<file path="src/rtl/sram_stage_sequencer.sv">
// ---------------------------------------------------------------------------
// sram_stage_sequencer
//
// Decides who owns the single SRAM port of the image decompressor. After a
// start request from the pushbutton or UART line activity, the UART receiver
// loads the bitstream. The load ends once the UART has been idle long enough.
// The enabled decode stages then run one at a time, from the highest index
// down to the lowest. Finally the SRAM is handed back to the VGA display.
// A per-stage watchdog can stop a stage that hangs. The sequencer then waits
// in an error state until the pushbutton is pressed.
//
// Ports
//   CLOCK_50_I, resetn       : clock, asynchronous active-low reset
//   uart_rx_line, pb_start   : start requests (line low = activity)
//   stage_en_mask            : stages to run, latched when the load ends
//   uart_init, uart_enable   : one-cycle UART receiver control pulses
//   uart_addr/wdata/we_n     : UART-side SRAM request
//   stage_start              : one-hot, one-cycle start pulse per stage
//   stage_done               : per-stage done (level or pulse)
//   stage_addr/wdata/we_n    : flattened per-stage SRAM requests
//   vga_addr, vga_enable     : VGA read address, VGA display enable
//   sram_addr/wdata/we_n     : muxed request to the SRAM controller
//   seq_state, active_stage  : status: state code and current stage
//   err_stage, seq_error     : status: stage that timed out, sticky error
//   seq_done                 : one-cycle pulse when every stage has finished
// ---------------------------------------------------------------------------
module sram_stage_sequencer #(
  parameter int NUM_STAGES   = 3,
  parameter int ADDR_W       = 18,
  parameter int DATA_W       = 16,
  parameter int UART_TIMEOUT = 50_000_000,
  parameter int WD_CYCLES    = 0
) (
  input  logic                         CLOCK_50_I,
  input  logic                         resetn,
  input  logic                         uart_rx_line,
  input  logic                         pb_start,
  input  logic [NUM_STAGES-1:0]        stage_en_mask,
  output logic                         uart_init,
  output logic                         uart_enable,
  input  logic [ADDR_W-1:0]            uart_addr,
  input  logic [DATA_W-1:0]            uart_wdata,
  input  logic                         uart_we_n,
  output logic [NUM_STAGES-1:0]        stage_start,
  input  logic [NUM_STAGES-1:0]        stage_done,
  input  logic [NUM_STAGES*ADDR_W-1:0] stage_addr,
  input  logic [NUM_STAGES*DATA_W-1:0] stage_wdata,
  input  logic [NUM_STAGES-1:0]        stage_we_n,
  input  logic [ADDR_W-1:0]            vga_addr,
  output logic                         vga_enable,
  output logic [ADDR_W-1:0]            sram_addr,
  output logic [DATA_W-1:0]            sram_wdata,
  output logic                         sram_we_n,
  output logic [2:0]                   seq_state,
  output logic [$clog2(NUM_STAGES):0]  active_stage,
  output logic [$clog2(NUM_STAGES):0]  err_stage,
  output logic                         seq_error,
  output logic                         seq_done
);

  localparam int IDX_W = $clog2(NUM_STAGES) + 1;
  localparam int UT_W  = $clog2(UART_TIMEOUT + 2);
  localparam int WD_W  = $clog2(WD_CYCLES + 2);

  localparam logic [UT_W-1:0] UT_LAST = UT_W'(UART_TIMEOUT - 1);
  localparam logic [WD_W-1:0] WD_LAST = WD_W'((WD_CYCLES > 0) ? (WD_CYCLES - 1) : 0);
  localparam logic [WD_W-1:0] WD_MAX  = '1;

  typedef enum logic [2:0] {
    S_IDLE        = 3'd0,
    S_UART_EN     = 3'd1,
    S_UART_WAIT   = 3'd2,
    S_STAGE_START = 3'd3,
    S_STAGE_WAIT  = 3'd4,
    S_ERROR       = 3'd5
  } state_t;

  state_t                  state_q;
  logic [UT_W-1:0]         uartTimer_q;
  logic [WD_W-1:0]         wdTimer_q;
  logic [NUM_STAGES-1:0]   mask_q;
  logic [IDX_W-1:0]        activeStage_q;
  logic [IDX_W-1:0]        errStage_q;
  logic                    uartInit_q;
  logic                    uartEnable_q;
  logic [NUM_STAGES-1:0]   stageStart_q;
  logic                    vgaEnable_q;
  logic                    seqError_q;
  logic                    seqDone_q;

  logic                    hiFound;
  logic [IDX_W-1:0]        hiIdx;
  logic                    loFound;
  logic [IDX_W-1:0]        loIdx;
  logic                    activeDone;
  logic [NUM_STAGES-1:0]   activeOneHot;
  logic                    uartQuiet;
  logic                    loadEnd;
  logic                    wdExpired;

  // A cycle counts as UART idle only when there is no write and no receiver
  // initialise. The load ends when the idle run reaches the timeout. The UART
  // must also have moved off address 0, so an empty load never ends.
  assign uartQuiet = uart_we_n && !uartInit_q;
  assign loadEnd   = (state_q == S_UART_WAIT) && uartQuiet &&
                     (uartTimer_q == UT_LAST) && (uart_addr != '0);
  assign wdExpired = (WD_CYCLES != 0) && (wdTimer_q == WD_LAST);

  // Stage selection. Only loop indices below NUM_STAGES can be produced
  // here, so active_stage can never address a stage that does not exist.
  // hiIdx is the first stage to run, taken from the live mask at load end.
  // loIdx is the next enabled stage below the active one, taken from the
  // mask latched at load end.
  always_comb begin
    hiFound      = 1'b0;
    hiIdx        = '0;
    loFound      = 1'b0;
    loIdx        = '0;
    activeDone   = 1'b0;
    activeOneHot = '0;
    for (int i = 0; i < NUM_STAGES; i++) begin
      if (stage_en_mask[i]) begin
        hiFound = 1'b1;
        hiIdx   = IDX_W'(i);
      end
      if (mask_q[i] && (IDX_W'(i) < activeStage_q)) begin
        loFound = 1'b1;
        loIdx   = IDX_W'(i);
      end
      if (activeStage_q == IDX_W'(i)) begin
        activeDone      = stage_done[i];
        activeOneHot[i] = 1'b1;
      end
    end
  end

  // UART idle timer. It counts only while the receiver is loading. It stops
  // at the timeout value instead of wrapping, so the load can still end
  // later if the UART address was still 0 when the timeout was reached.
  always_ff @(posedge CLOCK_50_I or negedge resetn) begin
    if (!resetn) begin
      uartTimer_q <= '0;
    end else if (!uartQuiet || (state_q != S_UART_WAIT)) begin
      uartTimer_q <= '0;
    end else if (uartTimer_q != UT_LAST) begin
      uartTimer_q <= uartTimer_q + 1'b1;
    end
  end

  // Stage watchdog. It is zero on entry to S_STAGE_WAIT, counts each cycle
  // in that state and saturates at all-ones.
  always_ff @(posedge CLOCK_50_I or negedge resetn) begin
    if (!resetn) begin
      wdTimer_q <= '0;
    end else if (state_q != S_STAGE_WAIT) begin
      wdTimer_q <= '0;
    end else if (wdTimer_q != WD_MAX) begin
      wdTimer_q <= wdTimer_q + 1'b1;
    end
  end

  // Ownership FSM. All status and control outputs are registered here. The
  // pulse outputs default to 0 every cycle, so each one lasts one cycle.
  always_ff @(posedge CLOCK_50_I or negedge resetn) begin
    if (!resetn) begin
      state_q       <= S_IDLE;
      mask_q        <= '0;
      activeStage_q <= '0;
      errStage_q    <= '0;
      uartInit_q    <= 1'b0;
      uartEnable_q  <= 1'b0;
      stageStart_q  <= '0;
      vgaEnable_q   <= 1'b1;
      seqError_q    <= 1'b0;
      seqDone_q     <= 1'b0;
    end else begin
      uartInit_q   <= 1'b0;
      uartEnable_q <= 1'b0;
      stageStart_q <= '0;
      seqDone_q    <= 1'b0;
      case (state_q)
        S_IDLE: begin
          if (!uart_rx_line || pb_start) begin
            uartInit_q  <= 1'b1;
            vgaEnable_q <= 1'b0;
            state_q     <= S_UART_EN;
          end
        end
        S_UART_EN: begin
          uartEnable_q <= 1'b1;
          state_q      <= S_UART_WAIT;
        end
        S_UART_WAIT: begin
          if (loadEnd) begin
            mask_q <= stage_en_mask;
            if (hiFound) begin
              activeStage_q <= hiIdx;
              state_q       <= S_STAGE_START;
            end else begin
              vgaEnable_q <= 1'b1;
              seqDone_q   <= 1'b1;
              state_q     <= S_IDLE;
            end
          end
        end
        S_STAGE_START: begin
          // stage_done is not sampled here, so a done level left over from
          // an earlier run cannot advance the sequence.
          stageStart_q <= activeOneHot;
          state_q      <= S_STAGE_WAIT;
        end
        S_STAGE_WAIT: begin
          // Done is checked before the watchdog. If both happen in the same
          // cycle, the stage counts as finished.
          if (activeDone) begin
            if (loFound) begin
              activeStage_q <= loIdx;
              state_q       <= S_STAGE_START;
            end else begin
              vgaEnable_q <= 1'b1;
              seqDone_q   <= 1'b1;
              state_q     <= S_IDLE;
            end
          end else if (wdExpired) begin
            seqError_q <= 1'b1;
            errStage_q <= activeStage_q;
            state_q    <= S_ERROR;
          end
        end
        S_ERROR: begin
          vgaEnable_q <= 1'b0;
          if (pb_start) begin
            seqError_q  <= 1'b0;
            vgaEnable_q <= 1'b1;
            state_q     <= S_IDLE;
          end
        end
        default: begin
          vgaEnable_q <= 1'b1;
          state_q     <= S_IDLE;
        end
      endcase
    end
  end

  // SRAM port mux. The select is the registered state, so the async reset
  // returns ownership to VGA at once and drops any write in progress.
  // Outside the UART and stage states, wdata follows the UART bus. It is
  // ignored there because we_n is held high.
  always_comb begin
    sram_addr  = vga_addr;
    sram_wdata = uart_wdata;
    sram_we_n  = 1'b1;
    case (state_q)
      S_UART_EN, S_UART_WAIT: begin
        sram_addr  = uart_addr;
        sram_wdata = uart_wdata;
        sram_we_n  = uart_we_n;
      end
      S_STAGE_START, S_STAGE_WAIT: begin
        for (int i = 0; i < NUM_STAGES; i++) begin
          if (activeStage_q == IDX_W'(i)) begin
            sram_addr  = stage_addr[i*ADDR_W +: ADDR_W];
            sram_wdata = stage_wdata[i*DATA_W +: DATA_W];
            sram_we_n  = stage_we_n[i];
          end
        end
      end
      default: begin
      end
    endcase
  end

  assign uart_init    = uartInit_q;
  assign uart_enable  = uartEnable_q;
  assign stage_start  = stageStart_q;
  assign vga_enable   = vgaEnable_q;
  assign seq_state    = state_q;
  assign active_stage = activeStage_q;
  assign err_stage    = errStage_q;
  assign seq_error    = seqError_q;
  assign seq_done     = seqDone_q;

endmodule

</file>
<file path="config.mk">
export PLATFORM = sky130hd
export DESIGN_NAME = sram_stage_sequencer
export DESIGN_NICKNAME = d
export VERILOG_FILES = /design/src/rtl/sram_stage_sequencer.sv
export SDC_FILE = /design/constraint.sdc
export NUM_CORES = 1
export LEC_CHECK = 0
export CAP_MARGIN = 20
export CORE_AREA = 2 2 101 103
export DETAILED_ROUTE_END_ITERATION = 16
export DIE_AREA = 0 0 103 105
export GPL_ROUTABILITY_DRIVEN = 0
export PLACE_DENSITY_LB_ADDON = 0.15
export SYNTH_ARGS = -nofsm -noshare
export SYNTH_HDL_FRONTEND = slang
export SYNTH_SLANG_ARGS = --single-unit
</file>
<file path="constraint.sdc">
create_clock -name CLOCK_50_I -period 2.9 [get_ports CLOCK_50_I]
set_input_delay 0.29 -clock CLOCK_50_I [delete_from_list [all_inputs] [get_ports CLOCK_50_I]]
set_output_delay 0.29 -clock CLOCK_50_I [all_outputs]
set_load 0.01 [all_outputs]
</file>
==> results of run 1 <==
-- per-stage QoR --
step	power, W	hold slack (ns)	util	worst slack [ns]
floorplan	0.002605	-0.005591	-	0.7076
global placement	0.004093	0.4718	0.6072	0.1800
detailed placement	0.004107	0.4764	0.6072	0.1781
CTS	0.004516	0.1559	0.6168	0.01589
global route	0.004897	0.2090	0.6218	0.02830
finish	0.004566	0.1256	0.6218	0.1267
-- cell families after synthesis --
kind of cell	after synthesis	synth area share
compound gates	117	0.2151
xor+xnor	19	0.04613
fa+ha+maj	1	0.003468
buf+inv	52	0.07700
flops	41	0.2848
mux	42	0.1381
other cells	1	0.001040
simple gates	156	0.2345
-- worst max-delay path, delay by kind of cell, from the launching register on --
family / cells / cell delay [ns]
buffers and inverters: 3 / 0.89
AOI/OAI and AO/OA: 3 / 0.56
DFF: 1 / 0.48
and+or+nand+nor: 2 / 0.26
-- routing by layer --
metal | part of all wire | track usage
met3 | 0.074 | 0.06689
met1 | 0.40 | 0.3143
met5 | 0 | 0
met2 | 0.50 | 0.4281
met4 | 0.026 | 0.07143
-- cells in the final DEF, fill, tap and decap left out, types with 7 or more instances in the layout --
cell / count
dfrtp_1: 39
clkdlybuf4s50_1: 209
o22ai_1: 19
nor3_1: 7
nand2b_1: 20
nand2_1: 35
mux2_2: 19
xor2_1: 11
nand3_1: 10
xnor2_1: 8
o31ai_1: 16
inv_1: 17
a222oi_1: 14
buf_4: 12
a21oi_1: 26
mux2i_1: 16
o21ai_0: 26
nor2_1: 36
-- worst max-delay path by stage --
stage / slack, ns / cells after the start / start / end
6_report: 0.13 / 8 / seq_state[2] / sram_wdata[5]
5_1_grt: 0.03 / 8 / seq_state[2] / sram_wdata[5]
4_1_cts: 0.02 / 9 / seq_state[0] / sram_wdata[13]
3_5_place_dp: 0.18 / 8 / seq_state[0] / sram_addr[0]
3_3_place_gp: 0.18 / 8 / seq_state[0] / sram_addr[13]
2_1_floorplan: 0.71 / 7 / uartTimer_q[0] / active_stage[0]
-- what timing repair did --
item / in CTS / in global routing
gates resized for setup: 3 / 14
setup endpoints to repair: 19 / 27
hold buffers: 0 / 0
buffers inserted: 0 / 0
-- area by class of cell --
type / count / area (um2) / share of cell area
Clock buffer: 6 / 72.57 / 0.01211
Tap cell: 133 / 166.4 / 0.02777
Multi-Input combinational cell: 340 / 2341 / 0.3906
Timing Repair Buffer: 231 / 2311 / 0.3856
Inverter: 17 / 63.81 / 0.01065
Sequential cell: 41 / 1028 / 0.1716
Clock inverter: 2 / 10.01 / 0.001670
-- state kept, by name, indices dropped and copies added, names as in the netlist --
register / count
uartTimer_q: 26
mask_q: 3
seq_state: 3
stage_start: 3
active_stage: 2
seq_done: 1
uart_enable: 1
uart_init: 1
vga_enable: 1
-- power groups by stage --
| stage | sequential, W | combinational, W | clock, W |
|---|---|---|---|
| 6_report | 0.000715 | 0.00348 | 0.000366 |
| 5_1_grt | 0.000727 | 0.00376 | 0.000405 |
| 4_1_cts | 0.000713 | 0.00342 | 0.000378 |
| 3_5_place_dp | 0.000723 | 0.00338 | 0 |
| 3_3_place_gp | 0.000715 | 0.00338 | 0 |
| 2_1_floorplan | 0.000721 | 0.00188 | 0 |
==> reports/summary.txt, run 1 <==
final setup vio count - 0
WP data required - 2.61 ns
hpwl dp - 10,920 um
CTS sink count - 41
worst r2r src - active_stage[1]
RSZ-0062 raised after global routing - no
critical path arrival - 2.48 ns
HP Class - in2async
most frequent cell after synthesis - dfrtp_1
Synth area leaders - dfrtp_1 28%, mux2_2 5.9%, mux2i_1 4.4%
CP endpoint kind - primary output
Tcrit/Tclk final - 0.9563
outcome - complete, no violations
Sum Neg Setup Slack - 0 ns
Cell variety after synth - 59
crit-path max FO - 17
# fillers - 869
FF+latch count, synth - 41
Seq pwr share - 0.157
LEAKAGE - 2.383 nW
Post-Route WL - 13,610 um
gr ovfl total - 0
worst slew pin tran - 0.9086 ns
CTS tree - yes
detailed-route vias per instance - 5.436
CORE AREA - 9639 um2
initial antenna violation count - 0
io pins - 220
Max transition margin - 0.3943
switch share - 0.4314
Clock Path Buffers - 2
drt pass-1 iters - 7
CP peak stage delay - 0.51 ns
Die ar. - 10,820 um2
Max-Cap Viols - 0
Tmin final - 2.773 ns
reg2reg path depth - 6
Mapped Cells - 429
Initial Util - 0.3742
average cell area after synthesis - 8.408 um2
yosys warns - 0
f_max - 360.6 MHz
clk_skew - 0.009597 ns
Diodes inserted - 0
Die Ht - 105 um
reg2reg end - active_stage[1]
crit-path most repeated cell - a21oi_1
R2R Setup Slk - 0.65 ns
Detail Route Antenna Nets - 0
Int Power - 0.002596 W
NetSw - 0.001970 W
Vias - 4,186
layout cells sized above 1 - 0.1146
H-tree depth - 2
largest net degree at the start of global routing - 64
Synth Flop Type - dfrtp_1
Final Hold Fails - 0
port bufs - 214
Routed wire per std cell - 17.67 um
final net count - 805
crit path kind - reg2out
DRC - 0
fin cells - 770
Cell Area, Synth - 3607 um2
Rows - 36
worst-path cell chain - buf_4, nand2b_1, nor2_1, a21oi_1, buf_12, o31ai_1, a21oi_1, clkdlybuf4s50_1
area grow syn2layout - 66.15%
Yosys top cell area share - 0.2775
design area - 5993 um2
register area share after synthesis - 0.2848
clock network fraction of total power - 0.080
Max VDD drop - 0.5466 mV
power per cell area - 761.9 nW/um2
Synth top cells by count - 40 x dfrtp_1, 38 x nor2_1, 36 x nand2_1
chip width - 103 um
Slowest cell on crit path - clkdlybuf4s50_1
cts bufs inserted - 5
root buf cell - clkbuf_8
CTS clock-pin slew for the worst setup and hold paths - 0.07 ns
combinational power share - 0.763
Clock Latency Late Sink - 0.29 ns
crit start category - flop
placed cell area - 5853 um2
Post-Place Cells - 762
first-pass GRT wire length - 21,660 um
Pins Over Slew Limit - 0
post-synthesis async set-or-reset flop share - 1.000
vias in the first global route - 4,244
Total GRT Usage - 0.2537
Post-synth EDFFs - 0
starting DRC count in detailed routing - 249
area leader, netlist - dfrtp_1
Note: power is estimated with default switching activity, not from simulation.
==> run 2, diff against run 1 <==
==> constraint.sdc (replaced) <==
create_clock -name CLOCK_50_I -period 2.9 [get_ports CLOCK_50_I]
set_input_delay 0.725 -clock CLOCK_50_I [delete_from_list [all_inputs] [get_ports CLOCK_50_I]]
set_output_delay 0.725 -clock CLOCK_50_I [all_outputs]
set_load 0.02 [all_outputs]
==> reports/summary.txt, run 2 (synthesis results as in run 1) <==
final net count - 817 (was 805)
layout cells sized above 1 - 0.1680 (was 0.1146)
Int Power - 0.002478 W (was 0.002596 W)
Pins Over Slew Limit - 0 (unchanged)
clock network fraction of total power - 0.084 (was 0.080)
Die Ht - 105 um (unchanged)
crit-path max FO - 13 (was 17)
Tcrit/Tclk final - 0.9887 (was 0.9563)
Initial Util - 0.3742 (unchanged)
Seq pwr share - 0.146 (was 0.157)
Max VDD drop - 0.4693 mV (was 0.5466 mV)
Top reg by flops - uartTimer_q (unchanged)
max reg flops - 26 (unchanged)
CP endpoint kind - primary output (unchanged)
Routed wire per std cell - 17.93 um (was 17.67 um)
HP Class - reg2reg (was in2async)
Die ar. - 10,820 um2 (unchanged)
detailed-route vias per instance - 5.344 (was 5.436)
Clock Path Buffers - 2 (unchanged)
switch share - 0.4863 (was 0.4314)
final hold slack - 0.5513 ns (was 0.1256 ns)
H-tree depth - 2 (unchanged)
Total GRT Usage - 0.2568 (was 0.2537)
WP data required - 2.17 ns (was 2.61 ns)
Vias - 4,184 (was 4,186)
clk_skew - 0.005313 ns (was 0.009597 ns)
final setup vio count - 0 (unchanged)
cts bufs inserted - 5 (unchanged)
vias in the first global route - 4,292 (was 4,244)
root buf cell - clkbuf_8 (unchanged)
drt pass-1 iters - 7 (unchanged)
io pins - 220 (unchanged)
crit path kind - reg2out (unchanged)
first-pass GRT wire length - 21,900 um (was 21,660 um)
Hold Path Stages - 2
Tmin final - 2.867 ns (was 2.773 ns)
Detail Route Antenna Nets - 0 (unchanged)
gr ovfl total - 0 (unchanged)
CORE AREA - 9639 um2 (unchanged)
worst slew pin tran - 0.9042 ns (was 0.9086 ns)
most common cell after layout, fill and taps aside - clkdlybuf4s50_1 (unchanged)
power per cell area - 801.3 nW/um2 (was 761.9 nW/um2)
LEAKAGE - 2.449 nW (was 2.383 nW)
combinational power share - 0.770 (was 0.763)
Sum Neg Setup Slack - 0 ns (unchanged)
Max-Cap Viols - 0 (unchanged)
Clock Latency Late Sink - 0.29 ns (about the same)
DRC - 0 (unchanged)
RSZ-0062 raised after global routing - yes (was no)
commonest non-fill, non-tap cells in the layout - 178 x clkdlybuf4s50_1, 38 x dfrtp_1, 35 x nand2_1, 35 x nor2_1 (was 209 x clkdlybuf4s50_1, 39 x dfrtp_1, 36 x nor2_1)
area grow syn2layout - 66.87% (was 66.15%)
reg2reg path depth - 7 (was 6)
Rows - 36 (unchanged)
f_max - 348.8 MHz (was 360.6 MHz)
chip width - 103 um (unchanged)
initial antenna violation count - 1 (was 0)
CTS sink count - 41 (unchanged)
NetSw - 0.002345 W (was 0.001970 W)
hpwl dp - 11,030 um (was 10,920 um)
CTS clock-pin slew for the worst setup and hold paths - 0.08 ns (was 0.07 ns)
starting DRC count in detailed routing - 236 (was 249)
critical path arrival - 2.14 ns (was 2.48 ns)
port bufs - 214 (unchanged)
Max transition margin - 0.3972 (was 0.3943)
Post-Route WL - 14,040 um (was 13,610 um)
final core occ - 0.6245 (was 0.6218)
outcome - complete, no violations (unchanged)
total power - 0.004823 W (was 0.004566 W)
largest net degree at the start of global routing - 64 (unchanged)
cts hold-fix bufs - 0 (unchanged)
Final Hold Fails - 0 (unchanged)
CTS tree - yes (unchanged)
crit start category - flop (unchanged)
run 2: cell types whose count changed in the layout (fill, tap and decap cells not counted), sizes merged, moves of 4 or more:
| cell | before | now |
|---|---|---|
| clkdlybuf4s15 | 0 | 7 |
| dlymetal6s2s | 4 | 0 |
| dlygate4sd2 | 0 | 7 |
| buf | 18 | 32 |
| clkbuf | 6 | 25 |
| clkdlybuf4s50 | 209 | 178 |
run 2: worst max-delay path, cell delays in order (launching register included):
cell	delay, ns
dfrtp_2	0.45
nor2_1	0.17
nand2_1	0.14
nand2_4	0.12
a21oi_2	0.09
buf_4	0.20
a222oi_1	0.27
inv_1	0.09
dlygate4sd2_1	0.33
run 2: layer usage:
metal,up-vias,GRT usage,part of all wire
li1,2012,-,-
met1,1973,0.3232,0.40
met2,175,0.4341,0.50
met3,24,0.05886,0.077
met4,0,0.07237,0.022
met5,-,0,0
run 2: cell type report:
cell class	count	area, um2
fill	869	3620
multi-input combinational	340	2342
timing repair buffer	243	2313
sequential	41	1030
tap	133	166.4
clock buffer	7	96.34
inverter	17	63.81
clock inverter	1	5.005
antenna	1	2.502
run 2: power by group through the flow:
stage	sequential [W]	clock [W]	combinational (W)
finish	0.000706	0.000405	0.00371
global placement	0.000706	0	0.00377
CTS	0.000703	0.000418	0.00372
floorplan	0.000765	0	0.00217
global route	0.000716	0.000439	0.00398
detailed placement	0.000709	0	0.00382
run 2: path summary, 6_finish.rpt:
check / start / to / slack (ns)
max reg2reg: uartTimer_q[0] / active_stage[1] / 0.71
min in group asynchronous: resetn / uart_enable / 0.56
max in group asynchronous: resetn / active_stage[1] / 1.72
min: uartTimer_q[17] / uartTimer_q[17] / 0.55
max: seq_state[1] / sram_addr[15] / 0.03
min reg2reg: uartTimer_q[17] / uartTimer_q[17] / 0.55
run 2: what timing repair did:
item,4_1_cts,5_1_grt
setup buffers,0,0
setup endpoints to repair,35,32
gates resized for setup,55,46
gates cloned,1,0
pin swaps,0,6
run 2: metrics by stage:
stage	cells	instance area (um2)	setup WS, ns
finish	783	6020	0.03273
detailed placement	773	5933	-0.2780
global route	783	6020	-0.07319
CTS	782	6072	0.003519
floorplan	433	3622	0.1088
global placement	771	5918	-0.4188
